===== src/rtl/risc_intc_pkg.sv =====
// risc_intc_pkg: shared constants, state encoding and vector helper for the interrupt controller
package risc_intc_pkg;
  localparam int VEC_W = 16;
  localparam logic [1:0] ADDR_MASK = 2'd0;
  localparam logic [1:0] ADDR_PEND = 2'd1;
  localparam logic [1:0] ADDR_INSV = 2'd2;
  localparam logic [1:0] ADDR_CTRL = 2'd3;
  typedef enum logic {IDLE, REQ} state_t;
  function automatic logic [VEC_W-1:0] vec_addr(input logic [VEC_W-1:0] base, input int stride, input logic [3:0] id);
    return VEC_W'(32'(base) + 32'(id) * 32'(stride));
  endfunction
endpackage


===== src/rtl/risc_intc_if.sv =====
// risc_intc_if: CPU-side register port and interrupt handshake of the interrupt controller
interface risc_intc_if;
  import risc_intc_pkg::*;
  logic             reg_we;
  logic [1:0]       reg_addr;
  logic [15:0]      reg_wdata;
  logic [15:0]      reg_rdata;
  logic             int_ack;
  logic             int_eoi;
  logic             int_req;
  logic [VEC_W-1:0] int_vec;
  logic [3:0]       int_id;
  modport master (output reg_we, reg_addr, reg_wdata, int_ack, int_eoi,
                  input  reg_rdata, int_req, int_vec, int_id);
  modport slave  (input  reg_we, reg_addr, reg_wdata, int_ack, int_eoi,
                  output reg_rdata, int_req, int_vec, int_id);
endinterface


===== src/rtl/risc_intc_prio.sv =====
// risc_intc_prio: find-first-set encoder, lowest set index wins
module risc_intc_prio #(
  parameter int W = 8
) (
  input  logic [W-1:0] req,
  output logic         valid,
  output logic [3:0]   idx
);
  // scan from the top so the lowest set bit is written last
  always_comb begin
    valid = |req;
    idx = '0;
    for (int i = W - 1; i >= 0; i--) idx = req[i] ? 4'(i) : idx;
  end
endmodule


===== src/rtl/risc_intc.sv =====
// risc_intc: prioritised, nestable interrupt controller with edge/level channels
module risc_intc
  import risc_intc_pkg::*;
#(
  parameter int                 NUM_IRQ    = 8,
  parameter logic [VEC_W-1:0]   VEC_BASE   = 16'h0010,
  parameter int                 VEC_STRIDE = 4,
  parameter logic [NUM_IRQ-1:0] EDGE_MASK  = {NUM_IRQ{1'b1}}
) (
  input  logic               clk,
  input  logic               reset,
  input  logic [NUM_IRQ-1:0] irq,
  risc_intc_if.slave         bus
);
  localparam logic [NUM_IRQ-1:0] LO8 = NUM_IRQ'(16'h00FF);
  logic [NUM_IRQ-1:0] sync1_q, sync1_d, sync2_q, sync2_d, hist_q, hist_d;
  logic [NUM_IRQ-1:0] pend_q, pend_d, mask_q, mask_d, insv_q, insv_d, mode_q, mode_d;
  logic               gie_q, gie_d;
  state_t             state_q, state_d;
  logic [3:0]         id_q, id_d;
  logic [VEC_W-1:0]   vec_q, vec_d;
  logic [NUM_IRQ-1:0] rise, hi_mask, elig, id_oh, ins_oh, set_oh;
  logic               elig_any, ins_valid, ack_ok, still_ok;
  logic [3:0]         win_idx, ins_idx;
  logic               wr_mask, wr_pend, wr_ctrl;
  logic [7:0]         mode8;

  risc_intc_prio #(.W(NUM_IRQ)) u_win (.req(elig),   .valid(elig_any),  .idx(win_idx));
  risc_intc_prio #(.W(NUM_IRQ)) u_ins (.req(insv_q), .valid(ins_valid), .idx(ins_idx));

  assign rise     = sync2_q & ~hist_q;
  assign hi_mask  = ins_valid ? NUM_IRQ'((32'd1 << ins_idx) - 32'd1) : '1;
  assign elig     = pend_q & mask_q & hi_mask;
  assign id_oh    = NUM_IRQ'(32'd1 << id_q);
  assign ins_oh   = ins_valid ? NUM_IRQ'(32'd1 << ins_idx) : '0;
  assign ack_ok   = (state_q == REQ) && bus.int_ack;
  assign still_ok = gie_q && |(elig & id_oh);
  assign set_oh   = ack_ok ? id_oh : '0;
  assign wr_mask  = bus.reg_we && bus.reg_addr == ADDR_MASK;
  assign wr_pend  = bus.reg_we && bus.reg_addr == ADDR_PEND;
  assign wr_ctrl  = bus.reg_we && bus.reg_addr == ADDR_CTRL;
  assign mode8    = 8'(mode_q);

  assign bus.reg_rdata = bus.reg_addr == ADDR_MASK ? 16'(mask_q) :
                         bus.reg_addr == ADDR_PEND ? 16'(pend_q) :
                         bus.reg_addr == ADDR_INSV ? 16'(insv_q) :
                         {mode8, 7'b0, gie_q};
  assign bus.int_req = state_q == REQ;
  assign bus.int_id  = id_q;
  assign bus.int_vec = vec_q;

  // next-state for synchronisers, registers and in-service tracking; hardware sets beat clears
  always_comb begin
    sync1_d = irq;
    sync2_d = sync1_q;
    hist_d  = sync2_q;
    pend_d  = (mode_q & ((pend_q & ~((wr_pend ? NUM_IRQ'(bus.reg_wdata) : '0) | set_oh)) | rise))
            | (~mode_q & sync2_q);
    insv_d  = (insv_q & ~(bus.int_eoi ? ins_oh : '0)) | set_oh;
    mask_d  = wr_mask ? NUM_IRQ'(bus.reg_wdata) : mask_q;
    gie_d   = wr_ctrl ? bus.reg_wdata[0] : gie_q;
    mode_d  = wr_ctrl ? (mode_q & ~LO8) | (NUM_IRQ'(bus.reg_wdata[15:8]) & LO8) : mode_q;
  end

  // request FSM: latch the winner in IDLE, hold it in REQ until ack or withdrawal
  always_comb begin
    state_d = state_q;
    id_d    = id_q;
    vec_d   = vec_q;
    if (state_q == IDLE) begin
      state_d = gie_q && elig_any ? REQ : IDLE;
      id_d    = gie_q && elig_any ? win_idx : id_q;
      vec_d   = gie_q && elig_any ? vec_addr(VEC_BASE, VEC_STRIDE, win_idx) : vec_q;
    end else begin
      state_d = ack_ok || !still_ok ? IDLE : REQ;
    end
  end

  // state registers with asynchronous active-low reset
  always_ff @(posedge clk or negedge reset) begin
    if (!reset) begin
      sync1_q <= '0;
      sync2_q <= '0;
      hist_q  <= '0;
      pend_q  <= '0;
      mask_q  <= '0;
      insv_q  <= '0;
      mode_q  <= EDGE_MASK;
      gie_q   <= 1'b0;
      state_q <= IDLE;
      id_q    <= '0;
      vec_q   <= '0;
    end else begin
      sync1_q <= sync1_d;
      sync2_q <= sync2_d;
      hist_q  <= hist_d;
      pend_q  <= pend_d;
      mask_q  <= mask_d;
      insv_q  <= insv_d;
      mode_q  <= mode_d;
      gie_q   <= gie_d;
      state_q <= state_d;
      id_q    <= id_d;
      vec_q   <= vec_d;
    end
  end
endmodule


===== src/flat_wrapper.sv =====
// flat-port wrapper written by rule: the top's interface ports become plain ports
module risc_intc_flat import risc_intc_pkg::*;
#(
  parameter int                 NUM_IRQ    = 8,
  parameter logic [VEC_W-1:0]   VEC_BASE   = 16'h0010,
  parameter int                 VEC_STRIDE = 4,
  parameter logic [NUM_IRQ-1:0] EDGE_MASK  = {NUM_IRQ{1'b1}}
)
  (clk, reset, irq, bus_reg_we, bus_reg_addr, bus_reg_wdata, bus_int_ack, bus_int_eoi, bus_reg_rdata, bus_int_req, bus_int_vec, bus_int_id);
  risc_intc_if bus_i ();
  input  logic clk;
  input  logic reset;
  input  logic [NUM_IRQ-1:0] irq;
  input wire logic [$bits(bus_i.reg_we)-1:0] bus_reg_we;
  input wire logic [$bits(bus_i.reg_addr)-1:0] bus_reg_addr;
  input wire logic [$bits(bus_i.reg_wdata)-1:0] bus_reg_wdata;
  input wire logic [$bits(bus_i.int_ack)-1:0] bus_int_ack;
  input wire logic [$bits(bus_i.int_eoi)-1:0] bus_int_eoi;
  output wire logic [$bits(bus_i.reg_rdata)-1:0] bus_reg_rdata;
  output wire logic [$bits(bus_i.int_req)-1:0] bus_int_req;
  output wire logic [$bits(bus_i.int_vec)-1:0] bus_int_vec;
  output wire logic [$bits(bus_i.int_id)-1:0] bus_int_id;
  assign bus_i.reg_we = bus_reg_we;
  assign bus_i.reg_addr = bus_reg_addr;
  assign bus_i.reg_wdata = bus_reg_wdata;
  assign bus_i.int_ack = bus_int_ack;
  assign bus_i.int_eoi = bus_int_eoi;
  assign bus_reg_rdata = bus_i.reg_rdata;
  assign bus_int_req = bus_i.int_req;
  assign bus_int_vec = bus_i.int_vec;
  assign bus_int_id = bus_i.int_id;
  risc_intc #(.NUM_IRQ(NUM_IRQ), .VEC_BASE(VEC_BASE), .VEC_STRIDE(VEC_STRIDE), .EDGE_MASK(EDGE_MASK)) u_core (.clk(clk), .reset(reset), .irq(irq), .bus(bus_i));
endmodule

===== config.mk =====
export PLATFORM = sky130hd
export DESIGN_NAME = risc_intc_flat
export DESIGN_NICKNAME = d
export VERILOG_FILES = /design/src/rtl/risc_intc_pkg.sv /design/src/rtl/risc_intc_if.sv /design/src/rtl/risc_intc_prio.sv /design/src/rtl/risc_intc.sv /design/src/flat_wrapper.sv
export SDC_FILE = /design/constraint.sdc
export NUM_CORES = 1
export LEC_CHECK = 0
export ABC_AREA = 1
export BUFFER_PORTS_ARGS = -buffer_cell sky130_fd_sc_hd__buf_2
export CORE_MARGIN = 2
export CORE_UTILIZATION = 55
export DETAILED_ROUTE_END_ITERATION = 8
export HOLD_SLACK_MARGIN = 0.08
export PLACE_DENSITY_LB_ADDON = 0.3
export RECOVER_POWER = 50
export SYNTH_ARGS = -nofsm -noshare
export SYNTH_HDL_FRONTEND = slang
export SYNTH_SLANG_ARGS = --single-unit

===== constraint.sdc =====
create_clock -name clk -period 4.9 [get_ports clk]
set_input_delay 0.98 -clock clk [delete_from_list [all_inputs] [get_ports clk]]
set_output_delay 0.98 -clock clk [all_outputs]
set_load 0.01 [all_outputs]

==> flow_summary_export.csv <==
group,metric,value,unit
global_routing,met3_usage,0.0489,
global_routing,grt_usage,0.231,
cells_and_area,final_cell_area,3560,µm²
synthesis,yosysTopAreaCell,"dfrtp_1",
min_path,min_to,"u_core.hist_d[3]$_DFF_PN0_",
cells_and_area,fin_util,0.651,
route,wl_per_cell,13.1,µm
worst_setup_path,endpoint_kind,"primary output",
floorplanning,die_w,79.0,µm
timing,tightest_slew,0.754,ns
clock_network,ctsResizeCount,0,
worst_setup_path,cp-start-kind,"input port",
route,routed_wl,6710,µm
synthesis,synth_area,3090,µm²
floorplanning,die_h,79.0,µm
worst_setup_path,r2r_cells,19,
synthesis,ys_ff_latch,62,
synthesis,yosys_warnings,0,
clock_network,cts_buffers,9,
worst_setup_path,worstPathRequired,3.92,ns
job,maxCapViolations,0,
worst_setup_path,reg2reg_to,"u_core.bus.int_vec[4]$_DFFE_PN0P_",
min_path,min_path_cells,0,
synthesis,synth.top_cells.by_area,"dfrtp_1, nand2_1, dfstp_2",
clock_network,cts_tree,"built",
cells_and_area,diodes,0,
route,via_per_inst,5.15,
min_path,hold_start,"u_core.sync1_q[3]$_DFF_PN0_",
floorplanning,fp-row-count,27,
floorplanning,start_util,0.565,
clock_network,clock_path_buffers,2,
global_routing,gr-total-overflow,0,
place,placement.cell_area,3370,µm²
synthesis,synthCells,377,
global_routing,grt_pass1_wl,11100,µm
clock_network,clock-sinks,62,
global_routing,use_met2,0.377,
worst_setup_path,reg2reg_slack,2.41,ns
timing,rsz0062_at_grt,"false",
min_path,min_path_type,"reg -> reg",
place,dp_hpwl,4950,µm
worst_setup_path,cp_max_fo,9,
cells_and_area,drive_above_1_share,0.244,
timing,setup_tns,0,ns
worst_setup_path,cp.arrival,2.00,ns
timing,setup_viol,0,
clock_network,cts_setup_buffers,0,
timing,final_hold_viol_count,0,
route,firstDrtPassIters,4,
power,vdd_ir_drop_max,0.000310,V
clock_network,htreeDepth,3,
global_routing,grt_max_degree,63,
timing,slew_headroom,0.497,
route,drc,0,
route,ant_nets,0,
cells_and_area,layout.nets,466,
synthesis,synth_top_area_share,0.437,
place,gp_congestion,0.926,
cells_and_area,area.growth.synth_to_final,15.1,%
global_routing,grt_pass1_vias,2442,
timing,period_minus_slack,2.98,ns
power,p_per_area,563,nW/µm²
timing,slew_violations,0,
global_routing,grtUsageMet1,0.299,
floorplanning,core,5470,µm²
power,leakagePower,1.92,nW
route,drt_iter0_markers,195,
worst_setup_path,rr_startpoint,"u_core.insv_q[4]$_DFF_PN0_",
route,vias,2633,
floorplanning,die_area,6240,µm²
clock_network,cts-root-buf,"clkbuf_8",
global_routing,top_usage_layer,"met2",
place,io_buffers,54,
timing,period_share,0.607,
power,finalPower,2.00,mW
global_routing,antenna_found_initial,0,
status,status,"completed",
clock_network,path_clk_slew,0.06,ns
synthesis,ys_types,28,
timing,fmax,336,MHz
timing,fin_worst_skew,0.00975,ns
clock_network,postCtsHoldBufs,0,
clock_network,clock_latency,0.33,ns
synthesis,ys_seq_area_frac,0.505,
synthesis,avgSynthCellArea,8.21,µm²
floorplanning,ios,68,
worst_setup_path,path_class,"in -> out",
## placed cells by master, fill, tap and decap left out, types with 5 or more instances in the layout
master     count
conb_1        13
o2111ai_1      5
nand3_1       24
nor2_1        31
nand4_1        7
dfstp_2        8
inv_1         41
inv_2          5
a21oi_1        9
nor2_4         5
clkbuf_8      10
nand2_1      107
buf_2         54
nand2_2       10
o21ai_0       24
dfrtp_1       54
## routing by layer
layer  wire, µm  up-vias  part of all wire
li1           -     1295                 -
met1       2900     1224              0.43
met2       3280       96              0.49
met3        358       18             0.053
met4        165        0             0.025
met5          0        -                 0
## kinds of logic after synthesis
family / share of synthesized area
simple gates: 0.299
buf+inv: 0.101
fa+ha+maj: 0.00404
flops: 0.505
compound gates: 0.0902
other cells: 0.00121
## critical path, cell delays in order
cell     delay (ns)
buf_2          0.12
inv_1          0.05
nor2_1         0.44
nand2_1        0.12
nand3_1        0.14
buf_2          0.14
## worst max path at each step
| stage | slack (ns) | startpoint | end |
|---|---|---|---|
| 3_5_place_dp | 1.95 | bus_reg_addr[0] | bus_reg_rdata[2] |
| 4_1_cts | 1.95 | bus_reg_addr[0] | bus_reg_rdata[2] |
| 5_1_grt | 1.80 | bus_reg_addr[1] | bus_reg_rdata[0] |
| 3_3_place_gp | 1.99 | bus_reg_addr[1] | bus_reg_rdata[0] |
| 6_report | 1.92 | bus_reg_addr[0] | bus_reg_rdata[3] |
| 2_1_floorplan | 2.21 | bus_reg_addr[0] | bus_reg_rdata[1] |
## through the flow
step                      setup slack [ns]  instances  hold WS (ns)
after global routing                  1.80        511         0.353
after global placement                1.99        495         0.332
after floorplan                       2.21        389         0.331
after detailed placement              1.95        495         0.335
after CTS                             1.95        511         0.349
final                                 1.92        511         0.348
## synth_stat cells
| cell type | n |
|---|---|
| nand2_1 | 107 |
| dfrtp_1 | 54 |
| inv_1 | 41 |
| nor2_1 | 31 |
| nand3_1 | 24 |
| o21ai_0 | 24 |
| buf_4 | 16 |
| nand2_2 | 10 |
| a21oi_1 | 9 |
| dfstp_2 | 8 |
| nand4_1 | 7 |
| clkbuf_1 | 5 |
| inv_2 | 5 |
| nor2_4 | 5 |
| o2111ai_1 | 5 |
| nor3_1 | 4 |
| o211ai_1 | 4 |
| nand2_4 | 3 |
| nor4_1 | 3 |
| nand3_2 | 2 |
| nor2_2 | 2 |
| o21bai_1 | 2 |
| a21oi_2 | 1 |
| conb_1 | 1 |
| ha_1 | 1 |
| nor2_8 | 1 |
| o21ai_1 | 1 |
| o21bai_2 | 1 |
## state kept, by name, summed over array words and instances (netlist names)
signal              cells
u_core.bus.int_id       3
u_core.pend_q           8
u_core.sync1_q          8
u_core.mode8            8
u_core.bus.int_vec      1
u_core.insv_q           8
u_core.gie_q            1
u_core.hist_q           8
u_core.bus.int_req      1
u_core.hist_d           8
u_core.mask_q           8
## layout make-up
| class | instances | area (µm²) |
|---|---|---|
| multi-input combinational | 260 | 1270 |
| tap | 72 | 90.1 |
| inverter | 46 | 173 |
| fill | 479 | 1910 |
| clock inverter | 4 | 47.5 |
| timing repair buffer | 55 | 278 |
| sequential | 62 | 1560 |
| clock buffer | 12 | 145 |
## report_power, final
group,leakage [nW],switching [mW],internal [mW]
combinational,1.09,0.570,0.297
sequential,0.737,0.0931,0.603
clock,0.0964,0.192,0.247
No activity file was read; power rests on OpenSTA's default activity.
